<file path="config.mk">
export PLATFORM = sky130hd
export DESIGN_NAME = pe_multicast_ctrl
export DESIGN_NICKNAME = d
export VERILOG_FILES = /design/src/rtl/pe_multicast_ctrl.sv
export SDC_FILE = /design/constraint.sdc
export NUM_CORES = 1
export LEC_CHECK = 0
export CORE_MARGIN = 5
export CORE_UTILIZATION = 41
export CTS_CLUSTER_SIZE = 30
export DETAILED_ROUTE_END_ITERATION = 8
export DONT_BUFFER_PORTS = 1
export SYNTH_ARGS = -nofsm -noshare
export SYNTH_HDL_FRONTEND = slang
export SYNTH_SLANG_ARGS = --single-unit
</file>
<file path="constraint.sdc">
create_clock -name clk -period 2.3 [get_ports clk]
set_input_delay 0.575 -clock clk [delete_from_list [all_inputs] [get_ports clk]]
set_output_delay 0.575 -clock clk [all_outputs]
set_load 0.02 [all_outputs]
</file>
<file path="src/rtl/pe_multicast_ctrl.sv">
// Per-PE multicast controller: captures tag-matched ifmap/filter words from the
// global buffer and delivers them to the PE as bounded bursts per ready phase.
module pe_multicast_ctrl #(
  parameter int BITWIDTH     = 16,
  parameter int ID_WIDTH     = 4,
  parameter int CNT_WIDTH    = 3,
  parameter int DEFAULT_SIZE = 3
) (
  input  logic                 clk,
  input  logic                 rstb,
  input  logic                 cfg_we,
  input  logic [ID_WIDTH-1:0]  cfg_id,
  input  logic [CNT_WIDTH-1:0] cfg_size,
  input  logic                 ifmap_in_valid,
  input  logic [ID_WIDTH-1:0]  ifmap_in_tag,
  input  logic [BITWIDTH-1:0]  ifmap_in_data,
  output logic                 ifmap_in_ready,
  input  logic                 filter_in_valid,
  input  logic [ID_WIDTH-1:0]  filter_in_tag,
  input  logic [BITWIDTH-1:0]  filter_in_data,
  output logic                 filter_in_ready,
  input  logic                 pe_ready,
  output logic                 ifmap_enable,
  output logic [BITWIDTH-1:0]  ifmap,
  output logic                 filter_enable,
  output logic [BITWIDTH-1:0]  filter
);

  localparam int NCH = 2;

  typedef enum logic [1:0] {
    ARMED  = 2'd0,
    STREAM = 2'd1,
    DONE   = 2'd2
  } state_t;

  logic                 cfg_valid;
  logic [ID_WIDTH-1:0]  row_id;
  logic [CNT_WIDTH-1:0] size_reg;

  always_ff @(posedge clk or negedge rstb) begin
    if (!rstb) begin
      cfg_valid <= 1'b0;
      row_id    <= '0;
      size_reg  <= CNT_WIDTH'(DEFAULT_SIZE);
    end else if (cfg_we) begin
      cfg_valid <= 1'b1;
      row_id    <= cfg_id;
      size_reg  <= cfg_size;
    end
  end

  // Channel 0 is ifmap, channel 1 is filter; both run the same logic.
  logic [NCH-1:0]      in_valid;
  logic [NCH-1:0]      in_ready;
  logic [NCH-1:0]      enable;
  logic [ID_WIDTH-1:0] in_tag   [NCH];
  logic [BITWIDTH-1:0] in_data  [NCH];
  logic [BITWIDTH-1:0] out_data [NCH];

  assign in_valid[0] = ifmap_in_valid;
  assign in_valid[1] = filter_in_valid;
  assign in_tag[0]   = ifmap_in_tag;
  assign in_tag[1]   = filter_in_tag;
  assign in_data[0]  = ifmap_in_data;
  assign in_data[1]  = filter_in_data;

  assign ifmap_in_ready  = in_ready[0];
  assign filter_in_ready = in_ready[1];
  assign ifmap_enable    = enable[0];
  assign filter_enable   = enable[1];
  assign ifmap           = out_data[0];
  assign filter          = out_data[1];

  generate
    for (genvar gi = 0; gi < NCH; gi++) begin : g_ch
      state_t               state;
      state_t               state_next;
      logic [CNT_WIDTH-1:0] cnt;
      logic [CNT_WIDTH-1:0] limit;
      logic                 hold_full;
      logic [BITWIDTH-1:0]  hold_data;
      logic                 match;
      logic                 issue;
      logic                 capture;
      logic                 burst_last;
      logic                 arm_load;
      logic                 in_stream;
      logic                 en_reg;
      logic [BITWIDTH-1:0]  data_reg;

      assign match      = cfg_valid & in_valid[gi] & (in_tag[gi] == row_id);
      assign issue      = hold_full & in_stream & (cnt < limit) & pe_ready;
      assign in_ready[gi] = cfg_valid & (~match | ~hold_full | issue);
      assign capture    = match & in_ready[gi];
      // cnt < limit whenever issuing, so cnt + 1 cannot wrap here.
      assign burst_last = issue & ((cnt + CNT_WIDTH'(1)) == limit);

      always_ff @(posedge clk or negedge rstb) begin
        if (!rstb) state <= ARMED;
        else       state <= state_next;
      end

      always_comb begin
        state_next = state;
        case (state)
          ARMED:   if (pe_ready) state_next = STREAM;
          STREAM:  if (burst_last || (cnt >= limit)) state_next = DONE;
          DONE:    if (!pe_ready) state_next = ARMED;
          default: state_next = ARMED;
        endcase
      end

      always_comb begin
        arm_load  = (state == ARMED) & pe_ready;
        in_stream = (state == STREAM);
      end

      always_ff @(posedge clk or negedge rstb) begin
        if (!rstb) begin
          cnt       <= '0;
          limit     <= '0;
          hold_full <= 1'b0;
          hold_data <= '0;
          en_reg    <= 1'b0;
          data_reg  <= '0;
        end else begin
          en_reg <= issue;
          if (arm_load) begin
            cnt   <= '0;
            limit <= size_reg;
          end else if (issue) begin
            cnt <= cnt + CNT_WIDTH'(1);
          end
          if (issue) data_reg <= hold_data;
          if (capture) begin
            hold_full <= 1'b1;
            hold_data <= in_data[gi];
          end else if (issue) begin
            hold_full <= 1'b0;
          end
        end
      end

      assign enable[gi]   = en_reg;
      assign out_data[gi] = data_reg;
    end
  endgenerate

endmodule

</file>
Yosys cells after proc, flatten, opt, wreduce, memory -nomap -nowiden
Cells that the tools add are included.
- reduce and logical (&&, ||, !) cells: 10
- $lt $le $gt $ge: 4
- bitwise operators: 26
- add/subtract/negate cells: 2
- multiplexer cells: 14
- equal/unequal tests: 14
- operators with widths (kind ; number):
    $and 1x1->1 ; 18
    $mux 3 ; 4
    $pmux 2 s3 ; 2
    $eq 4x4->1 ; 2
    $mux 2 ; 4
    $ne 2x2->1 const B ; 4
    $reduce_bool 2->1 ; 4
    $add 3x1->3 const B ; 2
    $eq 3x3->1 ; 2
    $ge 3x3->1 ; 2
    $lt 3x3->1 ; 2
    $reduce_and 3->1 ; 2
    $eq 2x1->1 const B ; 2
    $eq 2x2->1 const B ; 2
    $logic_not 2->1 ; 2
    $mux 1 ; 4
    $ne 2x1->1 const B ; 2
    $not 1->1 ; 4
    $or 1x1->1 ; 4
    $logic_or 1x1->1 ; 2
- output and inout port bits: 36
- bits in registers: 92
- input bits: 53

Depth between registers and ports, before layout
- word-level depth: 8
- depth in mapped cells: 8
- mapped depth without buffers: 7

Least setup slack after synthesis
No wires, ideal clock.
- path type: reg-to-output
- start point: register g_ch[1].cnt[1]
- end point: output filter_in_ready
- arrival: 1.909 ns
- path slack: -0.184 ns
- cell stages (with the launch flop): 7
- path buffers: 1
- cell sequence: dfrtp_1 -> ha_1 -> nor2b_1 -> o21ai_0 -> nand2_4 -> clkbuf_1 -> a31oi_1
- longest elaborated chain between the ends: 5
- ends and longest elaborated chain (what ; line ; RTL):
    from (decl) ; 79 ; logic [CNT_WIDTH-1:0] cnt;
    from (signal assigned) ; 133 ; cnt <= cnt + CNT_WIDTH'(1);
    $lt 3x3->1 ; 93 ; assign issue = hold_full & in_stream & (cnt < limit) & pe_ready;
    $and 1x1->1 (2 in series) ; 93 ;
    $or 1x1->1 ; 94 ; assign in_ready[gi] = cfg_valid & (~match | ~hold_full | issue);
    $and 1x1->1 ; 94 ;
    to (decl) ; 21 ; output logic filter_in_ready,
Every way passes these cells.

Final worst setup path
- start point: register g_ch[1].limit[1]
- end point: output filter_in_ready
- longest elaborated chain between the ends: 5
- ends and longest elaborated chain (what ; line ; RTL):
    from (decl) ; 80 ; logic [CNT_WIDTH-1:0] limit;
    from (signal assigned) ; 131 ; limit <= size_reg;
    $lt 3x3->1 ; 93 ;
    $and 1x1->1 (2 in series) ; 93 ;
    $or 1x1->1 ; 94 ;
    $and 1x1->1 ; 94 ;
Every way passes these cells.

==> impl_metrics.prom <==
# TYPE chip_impl_metric gauge
chip_impl_metric{name="final_net_count",unit=""} 376
chip_impl_info{name="layout.cells.most_common",value="sky130_fd_sc_hd__dfrtp_1"} 1
chip_impl_metric{name="timing.fmax",unit="GHz"} 0.4462
chip_impl_metric{name="grt_pass1_wl",unit="um"} 12380
chip_impl_metric{name="drt-vias-per-instance",unit=""} 4.924
chip_impl_metric{name="timing.max_slew.rel_slack",unit="%"} 75.57
chip_impl_metric{name="power.combinational.fraction",unit="%"} 28.9
chip_impl_metric{name="crit_arrival",unit="ps"} 1670
chip_impl_metric{name="finalCoreUtilization",unit="%"} 49.81
chip_impl_metric{name="numClockSinks",unit=""} 92
chip_impl_metric{name="detail_route.first_pass.iterations",unit=""} 4
chip_impl_metric{name="net-switching-power",unit="W"} 0.001954
chip_impl_metric{name="fin_ws",unit="ps"} 58.89
chip_impl_metric{name="synth-warning-count",unit=""} 0
chip_impl_metric{name="max_fo_critical_path",unit=""} 2
chip_impl_metric{name="clkTransAtPathRegs",unit="ps"} 90
chip_impl_metric{name="maxSlewViolCount",unit=""} 0
chip_impl_metric{name="grt_remaining_overflow",unit=""} 0
chip_impl_metric{name="area_growth_syn_to_layout",unit="%"} 17.93
chip_impl_metric{name="finalSetupViolCount",unit=""} 0
chip_impl_metric{name="detail-route-antenna-nets",unit=""} 0
chip_impl_metric{name="global_route.usage.total",unit="%"} 13.80
chip_impl_info{name="timing.critical_path.slowest_stage_cell",value="sky130_fd_sc_hd__dfrtp_1"} 1
chip_impl_metric{name="nFillCells",unit=""} 862
chip_impl_metric{name="initial_core_util",unit="%"} 42.24
chip_impl_metric{name="mappedNetlistArea",unit="um^2"} 3921
chip_impl_metric{name="io_buf_count",unit=""} 0
chip_impl_metric{name="floorplan.core_area",unit="um^2"} 9284
chip_impl_metric{name="worst_pin_slew",unit="ps"} 363.1
chip_impl_metric{name="grt_start_max_net_pins",unit=""} 93
chip_impl_info{name="category_of_the_critical_setup_timing_path",value="reg -> out"} 1
chip_impl_metric{name="pre_cts_ws",unit="ps"} 90.53
chip_impl_metric{name="totalWireLength",unit="um"} 7704
chip_impl_metric{name="seqPwrFrac",unit="%"} 50.9
chip_impl_metric{name="die_h",unit="um"} 107.8
chip_impl_info{name="failing_checks",value="negative hold slack"} 1
chip_impl_metric{name="post_synth_num_cell_types",unit=""} 43
chip_impl_metric{name="place.detailed.hpwl",unit="um"} 5316
chip_impl_metric{name="layout.cells.non_filler",unit=""} 448
chip_impl_metric{name="dieArea",unit="um^2"} 11620
chip_impl_metric{name="antenna_cells",unit=""} 0
chip_impl_metric{name="via_count_of_the_first_global_routing_pass",unit=""} 2395
chip_impl_info{name="cts.root.buffer_cell",value="sky130_fd_sc_hd__clkbuf_8"} 1
chip_impl_metric{name="clkLatencyLatePin",unit="ps"} 350
chip_impl_metric{name="wl_per_cell",unit="um"} 17.20
chip_impl_metric{name="worstPathRequired",unit="ps"} 1730
chip_impl_info{name="clock_tree_from_tritoncts",value="yes"} 1
chip_impl_metric{name="clkPwrFrac",unit="%"} 20.2
chip_impl_metric{name="number_of_buffers_on_the_longest_clock_path",unit=""} 2
chip_impl_metric{name="place_inst",unit=""} 408
chip_impl_metric{name="period_minus_slack",unit="ps"} 2241
chip_impl_metric{name="internal-power",unit="W"} 0.004003
chip_impl_metric{name="hold-worst-slack",unit="ps"} -92.72
chip_impl_info{name="min-delay-path-class",value="in -> async"} 1
chip_impl_metric{name="switching_share",unit="%"} 32.80
chip_impl_metric{name="cellLeakagePower",unit="nW"} 2.174
chip_impl_metric{name="total_buffers_and_inverters_traversed_by_the_critical_path",unit=""} 1
chip_impl_metric{name="post-route-drc-count",unit=""} 0
chip_impl_metric{name="largest_register_ff_count",unit=""} 32
chip_impl_info{name="critical_path.top_delay_family",value="flip-flops"} 1
chip_impl_metric{name="final_layout_size_suffix_gt1_share",unit="%"} 42.32
chip_impl_info{name="top_register",value="g_ch.hold_data"} 1
chip_impl_metric{name="detailroute.via_count",unit=""} 2206
chip_impl_metric{name="grt_antenna_before_repair",unit=""} 0
chip_impl_metric{name="cts-buffers-inserted",unit=""} 9
chip_impl_info{name="run_status",value="finished with violations"} 1
chip_impl_metric{name="die_x_extent",unit="um"} 107.8
chip_impl_metric{name="htree_num_levels",unit=""} 3
chip_impl_metric{name="worst_ir_drop_vdd",unit="uV"} 702.3
chip_impl_metric{name="drt_iter0_drc",unit=""} 62
chip_impl_metric{name="syn-mean-instance-area",unit="um^2"} 14.16
chip_impl_metric{name="syn-num-nets",unit=""} 338
chip_impl_metric{name="tns",unit="ps"} 0
chip_impl_metric{name="std_cell_rows",unit=""} 35
chip_impl_info{name="critPathLaunchType",value="register"} 1
chip_impl_info{name="path_cells",value="inv_2 -> ha_4 -> nor2b_4 -> o21ai_4 -> nand2_4 -> a31oi_4"} 1
chip_impl_metric{name="clock_skews",unit="ps"} 7.809
chip_impl_metric{name="ys_ff_latch",unit=""} 92
chip_impl_info{name="end_kind",value="primary output"} 1
chip_impl_metric{name="max_cap_viol_count",unit=""} 0
chip_impl_metric{name="power_density",unit="nW/um^2"} 1288
chip_impl_metric{name="post-route-period-util",unit="%"} 97.44
chip_impl_metric{name="hold_viol",unit=""} 90
chip_impl_info{name="grt_setup_unrepaired",value="yes"} 1
chip_impl_info{name="layout.cells.most_common_list",value="sky130_fd_sc_hd__dfrtp_1, sky130_fd_sc_hd__mux2_2, sky130_fd_sc_hd__buf_4"} 1
chip_impl_metric{name="gp_routability_congestion",unit=""} 0.8050
chip_impl_metric{name="syn-instance-count",unit=""} 277
chip_impl_metric{name="floorplan.io_pins",unit=""} 89
chip_impl_metric{name="slowest_delay",unit="ps"} 410
chip_impl_metric{name="yosysSeqAreaShare",unit="%"} 58.77
cell type report:
class / count / area, um^2 / area share, %
clock buffer: 10 / 137.6 / 2.976
clock inverter: 5 / 85.08 / 1.840
inverter: 9 / 33.78 / 0.7305
multi-input combinational: 169 / 1630 / 35.25
sequential: 92 / 2305 / 49.84
tap: 129 / 161.4 / 3.490
timing repair buffer: 34 / 271.5 / 5.871
cells by family (layout without fill, tap and decap cells):
| kind of cell | after synthesis | in the layout | share of synthesized area [%] |
|---|---|---|---|
| compound gates | 21 | 21 | 3.893 |
| flops | 92 | 92 | 58.77 |
| fa+ha+maj | 8 | 8 | 2.553 |
| simple gates | 53 | 53 | 7.594 |
| xor+xnor | 14 | 14 | 3.127 |
| mux | 73 | 73 | 21.86 |
| buf+inv | 16 | 58 | 2.202 |
metrics by stage:
step	total power (W)	hold slack (ps)	cell area [um^2]
final	0.005957	-92.72	4624
after global routing	0.006351	-133.9	4624
after CTS	0.005851	-112.3	4528
after detailed placement	0.004370	282.3	4125
after global placement	0.004298	282.2	4125
after floorplan	0.004030	279.4	3936
routing by layer:
metal,track usage (%),vias up,wire [um]
met5,0,-,0
met4,3.787,0,67
met3,6.359,7,617
met2,22.20,56,3833
met1,16.69,1105,3186
li1,-,1038,-
worst paths after layout:
check,endpoint,cells after the start,start,slack (ps)
setup / recovery,filter_in_ready,6,g_ch[1].limit[1],60
hold / removal,ifmap[0],0,rstb,-90
setup reg to reg,g_ch[1].limit[1],15,g_ch[1].limit[1],100
hold reg to reg,g_ch[0].hold_data[10],1,g_ch[0].hold_data[10],490
max in group asynchronous,size_reg[1],0,rstb,2170
min in group clk,cfg_valid,1,cfg_we,340
synthesized netlist by cell type (all sizes together):
cell	n	area share, %
a21boi	1	0.48
a21o	3	0.61
a21oi	3	0.67
a31oi	1	0.16
and2	1	0.16
buf	5	1.1
clkbuf	2	0.19
dfrtp	90	57
dfstp	2	1.3
ha	8	2.6
inv	9	0.86
mux2	71	21
mux2i	2	0.51
nand2	19	2.1
nand2b	4	0.64
nand3	8	1.0
nand4	1	0.16
nand4b	2	0.45
nor2	3	0.35
nor2b	4	0.64
nor3	3	0.51
nor3b	3	0.57
nor4	3	0.64
o21a	1	0.19
o21ai	8	1.0
o22ai	2	0.32
o41ai	2	0.45
or2	1	0.16
or3b	1	0.22
xnor2	6	1.3
xor2	8	1.8
timing repair:
item / in CTS / in global routing
pin swaps: 5 / 8
endpoints found under the hold margin: 90 / 90
endpoints found under the setup margin: 2 / 3
gates resized for setup: 8 / 12
buffers inserted: 21 / 6
power groups by stage:
stage	sequential, W	clock (W)	combinational (W)
CTS	0.00305	0.00124	0.00157
global placement	0.00305	0	0.00125
global route	0.00313	0.00132	0.00190
floorplan	0.00292	0	0.00111
finish	0.00303	0.00120	0.00172
detailed placement	0.00307	0	0.00130
No activity file was read; power rests on OpenSTA's default activity.
